`config.mk`:
```
export PLATFORM = sky130hd
export DESIGN_NAME = fc_result_reader
export DESIGN_NICKNAME = d
export VERILOG_FILES = /design/src/rtl/fc_result_reader.sv
export SDC_FILE = /design/constraint.sdc
export NUM_CORES = 1
export LEC_CHECK = 0
export BUFFER_PORTS_ARGS = -buffer_cell sky130_fd_sc_hd__buf_4
export CAP_MARGIN = 30
export CORE_AREA = 2 2 109 111
export CTS_CLUSTER_DIAMETER = 100
export DETAILED_ROUTE_END_ITERATION = 8
export DIE_AREA = 0 0 111 113
export MAX_ROUTING_LAYER = met4
export SETUP_SLACK_MARGIN = 0.15
export SLEW_MARGIN = 15
export SYNTH_ARGS = -nofsm -noshare
export SYNTH_HDL_FRONTEND = slang
export SYNTH_SLANG_ARGS = --single-unit
```
`constraint.sdc`:
```
create_clock -name clk -period 5.6 [get_ports clk]
set_input_delay 0.28 -clock clk [delete_from_list [all_inputs] [get_ports clk]]
set_output_delay 0.28 -clock clk [all_outputs]
set_load 0.03 [all_outputs]
```
`src/rtl/fc_result_reader.sv`:
```
// fc_result_reader
//
// Captures the outputs of a fully connected layer in one cycle and streams
// them out one node per beat, lowest index first.
//
// Optional feature: define FC_ARGMAX_EN to add a signed running maximum over
// the transferred beats, exported on argmax_idx / argmax_val.
//
// Ports
//   clk, reset  : rising-edge clock, synchronous active-high reset
//   start       : capture request (FC layer finished flag); honoured in IDLE only
//   nodes_in    : NUM_NODES words, node k at bits [k*DATA_W +: DATA_W]
//   out_data    : streamed node value
//   out_index   : node index of out_data
//   out_valid   : out_data/out_index/out_last are valid
//   out_ready   : downstream accepts the beat
//   out_last    : current beat is node NUM_NODES-1
//   busy        : state is not IDLE
//   done        : one-cycle pulse after the final beat
//   argmax_idx  : index of the maximum beat (FC_ARGMAX_EN only)
//   argmax_val  : value of the maximum beat (FC_ARGMAX_EN only)
//
// Handshake: a beat transfers on a rising edge where out_valid and out_ready
// are both 1. While out_valid=1 and out_ready=0, out_data, out_index and
// out_last hold their values; out_valid never drops without a transfer
// except on reset.
module fc_result_reader #(
  parameter int NUM_NODES = 3,
  parameter int DATA_W    = 16
) (
  input  logic                        clk,
  input  logic                        reset,
  input  logic                        start,
  input  logic [NUM_NODES*DATA_W-1:0] nodes_in,
  output logic [DATA_W-1:0]           out_data,
  output logic [10:0]                 out_index,
  output logic                        out_valid,
  input  logic                        out_ready,
  output logic                        out_last,
  output logic                        busy,
  output logic                        done
`ifdef FC_ARGMAX_EN
  ,
  output logic [10:0]                 argmax_idx,
  output logic [DATA_W-1:0]           argmax_val
`endif
);

  typedef enum logic [1:0] {
    S_IDLE   = 2'd0,
    S_STREAM = 2'd1,
    S_DONE   = 2'd2
  } state_t;

  localparam logic [10:0] LAST_IDX = 11'(NUM_NODES - 1);

  state_t                        state_q, state_d;
  logic [NUM_NODES*DATA_W-1:0]   buf_q, buf_d;
  logic [10:0]                   idx_q, idx_d;
  logic [DATA_W-1:0]             out_data_q, out_data_d;
  logic                          out_valid_q, out_valid_d;
  logic                          out_last_q, out_last_d;
  logic                          busy_q, busy_d;
  logic                          done_q, done_d;
  logic                          xfer;
  logic [10:0]                   idx_nxt;

`ifdef FC_ARGMAX_EN
  logic [10:0]                   amax_idx_q, amax_idx_d;
  logic [DATA_W-1:0]             amax_val_q, amax_val_d;
`endif

  assign xfer    = out_valid_q & out_ready;
  assign idx_nxt = idx_q + 11'd1;

  always_comb begin
    state_d     = state_q;
    buf_d       = buf_q;
    idx_d       = idx_q;
    out_data_d  = out_data_q;
    out_valid_d = out_valid_q;
    out_last_d  = out_last_q;

    case (state_q)
      S_IDLE: begin
        if (start) begin
          // The whole vector is frozen here so later changes on nodes_in
          // cannot leak into the stream.
          buf_d       = nodes_in;
          idx_d       = 11'd0;
          out_data_d  = nodes_in[DATA_W-1:0];
          out_valid_d = 1'b1;
          out_last_d  = (LAST_IDX == 11'd0);
          state_d     = S_STREAM;
        end
      end
      S_STREAM: begin
        if (xfer) begin
          if (out_last_q) begin
            out_valid_d = 1'b0;
            out_last_d  = 1'b0;
            state_d     = S_DONE;
          end else begin
            idx_d       = idx_nxt;
            out_data_d  = buf_q[int'(idx_nxt)*DATA_W +: DATA_W];
            out_last_d  = (idx_nxt == LAST_IDX);
          end
        end
      end
      S_DONE: begin
        state_d = S_IDLE;
      end
      default: begin
        state_d     = S_IDLE;
        out_valid_d = 1'b0;
        out_last_d  = 1'b0;
      end
    endcase

    busy_d = (state_d != S_IDLE);
    done_d = (state_d == S_DONE);
  end

`ifdef FC_ARGMAX_EN
  // Strictly-greater update keeps the lowest index on ties.
  always_comb begin
    amax_idx_d = amax_idx_q;
    amax_val_d = amax_val_q;
    if (xfer) begin
      if (idx_q == 11'd0 || $signed(out_data_q) > $signed(amax_val_q)) begin
        amax_idx_d = idx_q;
        amax_val_d = out_data_q;
      end
    end
  end
`endif

  always_ff @(posedge clk) begin
    if (reset) begin
      state_q     <= S_IDLE;
      idx_q       <= 11'd0;
      out_data_q  <= '0;
      out_valid_q <= 1'b0;
      out_last_q  <= 1'b0;
      busy_q      <= 1'b0;
      done_q      <= 1'b0;
`ifdef FC_ARGMAX_EN
      amax_idx_q  <= 11'd0;
      amax_val_q  <= '0;
`endif
    end else begin
      state_q     <= state_d;
      idx_q       <= idx_d;
      out_data_q  <= out_data_d;
      out_valid_q <= out_valid_d;
      out_last_q  <= out_last_d;
      busy_q      <= busy_d;
      done_q      <= done_d;
`ifdef FC_ARGMAX_EN
      amax_idx_q  <= amax_idx_d;
      amax_val_q  <= amax_val_d;
`endif
    end
  end

  // The capture buffer carries no control meaning, so it is left out of reset.
  always_ff @(posedge clk) begin
    buf_q <= buf_d;
  end

  assign out_data  = out_data_q;
  assign out_index = idx_q;
  assign out_valid = out_valid_q;
  assign out_last  = out_last_q;
  assign busy      = busy_q;
  assign done      = done_q;
`ifdef FC_ARGMAX_EN
  assign argmax_idx = amax_idx_q;
  assign argmax_val = amax_val_q;
`endif

endmodule
```
* Word-level counts from Yosys, hierarchy flattened
Cells that the tools add are included.
** Operators by class
- $add $sub $neg :: 1
- Equality and inequality tests :: 8
- Shift operators :: 1
- Multiplexer cells :: 20
- Bitwise operators :: 2
- Reductions and logical operators :: 7
** Operators by type and width (count)
- 16-bit 2-to-1 mux :: 3
- 48-bit by 16-bit indexed part select with 16-bit output :: 1
- 11-bit 2-to-1 mux :: 3
- 16-bit one-hot mux with 2 select lines :: 1
- 11-bit one-hot mux with 2 select lines :: 1
- 11-bit by 1-bit adder with 11-bit output (second input constant) :: 1
- 11-bit by 2-bit equality test with 1-bit output (second input constant) :: 1
- 2-bit != test (second input constant) :: 4
- 4-bit AND reduction :: 2
- 1-bit 2-to-1 mux :: 6
- 2-bit 2-to-1 mux :: 3
- 1-bit one-hot mux with 3 select lines :: 2
- 2-bit equality test (second input constant) :: 2
- 2-bit one-hot mux with 2 select lines :: 1
- 2-bit nonzero test :: 2
- 3-bit AND reduction :: 1
- 2-bit by 1-bit equality test with 1-bit output (second input constant) :: 1
- 2-bit zero test :: 1
- 2-bit AND reduction :: 1
- 1-bit AND :: 1
- 1-bit NOT :: 1
** Word-level totals
- Flip-flop bits (word level) :: 81
- Input port bits :: 52
- Output and inout bits :: 31
- Logic and storage cells :: 47

* Longest topological paths before layout
- Word-level depth :: 5
- Depth in mapped cells :: 10

* Worst setup path before layout
Ideal clock, no wire load.
- Path type :: register to register
- Start point :: register state_q[0]
- End point :: register out_data_q[10], in the netlist out_data[10]
- Library setup time :: 0.073 ns
- Arrival :: 2.837 ns
- Required time :: 5.527 ns
- Path slack :: 2.690 ns
- Stages on the path, launching flop included :: 6
- Path buffers :: 2
- Clock period less this slack :: 2.910 ns
- Cells stage by stage :: dfxtp_1 buf_2 nor3b_2 clkbuf_1 a222oi_1 nor2_1
** Between the ends
- Cells in the longest elaborated chain, start to end :: 3
- Elaborated cells between the ends (all ways) :: 8
** Ends and longest elaborated chain
- start, declared :: RTL line 57 : state_t state_q, state_d;
- start signal, assigned :: RTL line 152 : state_q <= state_d;
- 2-bit by 1-bit equality test with 1-bit output or 2-bit zero test (tied branches) :: RTL line 84 : case (state_q)
- 2-bit != test (no source line) or 2-bit nonzero test (tied branches)
- 4-bit AND reduction (no source line)
- end signal, assigned :: RTL line 154 : out_data_q <= out_data_d;
- end, declared :: RTL line 60 : logic [DATA_W-1:0] out_data_q, out_data_d;
Parallel ways exist; a longest one is shown, timed or not.
A chain may end at the register's enable or synchronous reset.

* Final worst setup path
- Start point :: register idx_q[0], in the netlist out_index[0]
- End point :: register out_data_q[14], in the netlist out_data[14]
** Between the ends
- Cells in the longest elaborated chain, start to end :: 5
** Ends and longest elaborated chain
- start, declared :: RTL line 59 : logic [10:0] idx_q, idx_d;
- start signal, assigned :: RTL line 153 : idx_q <= idx_d;
- 11-bit by 1-bit adder with 11-bit output :: RTL line 74 : assign idx_nxt = idx_q + 11'd1;
- 48-bit by 16-bit indexed part select with 16-bit output :: RTL line 105 : out_data_d = buf_q[int'(idx_nxt)*DATA_W +: DATA_W];
- 16-bit 2-to-1 mux :: RTL line 99 : if (out_last_q) begin
- 16-bit 2-to-1 mux :: RTL line 98 : if (xfer) begin
- 16-bit one-hot mux with 2 select lines :: RTL line 84
No other way between the ends. The select of a mux whose other input is x is not followed.

==> results.yml <==
timing:
  final-setup-viol-count: 0
  fmax_mhz: 372
  final-max-slew-violation-count: 0
  rsz0062_at_grt: "false"
  setup_ws_ns: 2.91
  worst-slew-pin-transition_ns: 0.922
  fin_skew_ns: 0.00797
  worst_slew_slack_as_a_fraction_of_its_limit_pct: 38.6
  fin_crit_sh_pct: 48.0
  min_tclk_post_route_ns: 2.69
  setup_tns_ns: 0
  timing_hold_violations_final: 0
worst_setup_path:
  timing.rr.start: "out_index[0]"
  critPathArrivalTime_ns: 2.93
  crit_fanout: 18
  critical_path.cell_chain: "buf_8 > ha_1 > nor2b_1 > buf_4 > a22oi_1 > o32ai_1 > nor2_1 > nor3_1"
  crit_family: "adder cells"
  max_stage_delay_ns: 0.70
  r2r_end: "out_data[14]"
  end_kind: "register"
  regToRegSetupSlack_ns: 2.91
  cp_data_required_time_ns: 5.85
  worst_path_max_delay_cell: "sky130_fd_sc_hd__ha_1"
  classification_of_the_worst_setup_path: "register to register"
  timing.reg2reg.worst_path_depth: 8
  critPathLaunch: "out_index[0]"
  critPathLaunchType: "register"
  path_buf_inv: 2
drt:
  finalWirelength_um: 8030
  route.met3.wl_um: 630
  met1_length_um: 3530
  drt_drc_violations_left: 0
  top_layer_used: "met4"
  ant_nets: 0
  wl_per_cell_um: 16.2
  detailedRoute.firstIterationViolations: 144
  detail_route.vias_per_cell: 5.08
  route.met2.wl_um: 3810
  vias: 2520
  detail_route.first_pass.iterations: 6
cts:
  clock_latency_ns: 0.33
  hold_buffer_count_at_cts: 0
  clock-root-buffer: "sky130_fd_sc_hd__clkbuf_16"
  clock_tree_from_tritoncts: "built"
  postCtsResizedCells: 0
  worst_setup_hold_path_clk_slew_ns: 0.06
  numCtsBuffers: 9
  cts_sinks: 81
  cts-htree-levels: 3
  max-clock-path-buffers: 2
  cts_setup_buffers: 0
hold_path:
  hold_path.startpoint: "nodes_in[26]"
  min_delay_worst_endpoint: "buf_q[26]"
  worstHoldPathType: "primary input to register"
  worst_hold_path.num_cells: 1
power_and_ir_drop:
  power_density_nw_per_um2: 312
  ir_drop_v: 0.000129
  fin_total_pwr_mw: 1.37
  power_leakage_nw: 1.70
floorplanning:
  dieWidth_um: 111
  die_y_um: 113
  dieArea_um2: 12500
  design.portCount: 83
  core_area_um2: 11300
  fp-row-count: 39
  start_util_pct: 29.8
finish:
  fin_nets: 402
  layout_commonest_cell: "sky130_fd_sc_hd__buf_4"
  final_cell_mix: "sky130_fd_sc_hd__buf_4, sky130_fd_sc_hd__edfxtp_1, sky130_fd_sc_hd__dfxtp_1, sky130_fd_sc_hd__nor2_1, sky130_fd_sc_hd__mux2_2"
  postLayoutCoreUtil_pct: 39.0
  layout-drive-gt1-share_pct: 35.1
  layout_overhead_on_the_synthesized_area_pct: 31.1
  diodes: 0
  post_layout_nonfiller_instances: 496
global_route:
  global_route.overflow_total: 0
  first_pass_grt_wire_length_um: 12700
  grt_start_max_net_pins: 33
  first_global_vias: 2466
  antenna_found_initial: 0
  grt.total_usage_pct: 13.3
run:
  maxCapViolations: 0
synth:
  synth-seq-cells: 81
  syn-instance-count: 267
  ys_warn_count: 0
  synth_enable_flop_cells: 48
  syn-cell-area_um2: 3360
  synth-compound-area-share_pct: 14.5
  synth.area.mux_share_pct: 6.00
  synth_cell_type_count: 46
  largest_family_of_logic_cells_by_synthesized_area: "compound AO/OA/AOI/OAI gates"
  synthAdderAreaFrac_pct: 0.745
  async_reset_ff_share_pct: 0
  syn-num-nets: 321
  ys_seq_area_share_pct: 62.6
  post_synth_xor_area_fraction_pct: 1.04
  synth_simple_gate_area_share_pct: 12.2
  dominantRegCellSynth: "sky130_fd_sc_hd__edfxtp_1"
  avgSynthCellArea_um2: 12.6
place:
  weighted_congestion_reported_at_the_end_of_routability_driven_placement: 0.768
  dp.final_hpwl_um: 5380
  io_buffers: 82
  dp_cells: 479
  dp_slack_ns: 2.60
run_status:
  run_status: "finished, final reports clean"
==> power by group <==
| part | internal [mW] | switching (mW) | leakage (nW) |
|---|---|---|---|
| sequential | 0.664 | 0.0139 | 0.726 |
| combinational | 0.0630 | 0.0706 | 0.833 |
| clock | 0.344 | 0.218 | 0.139 |
==> worst max path at each step <==
stage / to / slack [ns] / cells after the start
after floorplan: out_data[10] / 2.69 / 5
after global placement: out_data[14] / 2.73 / 7
after detailed placement: out_data[14] / 2.60 / 7
after CTS: out_data[14] / 2.59 / 7
after global routing: out_data[14] / 2.68 / 8
final: out_data[14] / 2.91 / 8
==> kinds of logic after synthesis <==
logic type	Yosys count
muxes	18
adders and majority gates	2
xor gates and xnor gates	4
buffers and inverters	20
DFF	81
and+or+nand+nor	80
AOI/OAI and AO/OA	62
==> sequential cells by signal, indices dropped and copies added (netlist names) <==
register	flops
state_q	2
done	1
buf_q	48
out_index	11
busy	1
out_data	16
out_last	1
out_valid	1
==> cell usage after synthesis (all sizes together), types with 5 or more instances <==
library cell	instances	area (um2)
a21oi	13	65.1
clkbuf	9	35.0
dfxtp	33	661
a222oi	14	140
a22o	14	123
nand2	13	48.8
mux2	17	191
o21ai	5	25.0
nor2	32	123
edfxtp	48	1440
buf	7	47.5
nor3	9	50.1
a21o	5	37.5
==> per-stage QoR <==
stage / hold slack, ns / cell area [um2]
after floorplan: 0.379 / 3360
after global placement: 0.450 / 4100
after detailed placement: 0.458 / 4100
after CTS: 0.114 / 4390
after global routing: 0.110 / 4400
final: 0.127 / 4400
==> layer usage <==
layer  GRT usage (%)  vias to the layer above
met5               -                        -
met4            4.58                        0
met3            3.75                        4
met2            21.1                      101
met1            16.5                     1223
li1                -                     1192
==> area by class of cell <==
cell class,instances,area [um2]
fill,1090,6870
sequential,81,2100
multi-input combinational,166,1160
timing repair buffer,86,653
clock buffer,11,233
tap,143,179
clock inverter,5,56.3
inverter,4,15.0
Note: power is estimated with default switching activity, not from simulation.
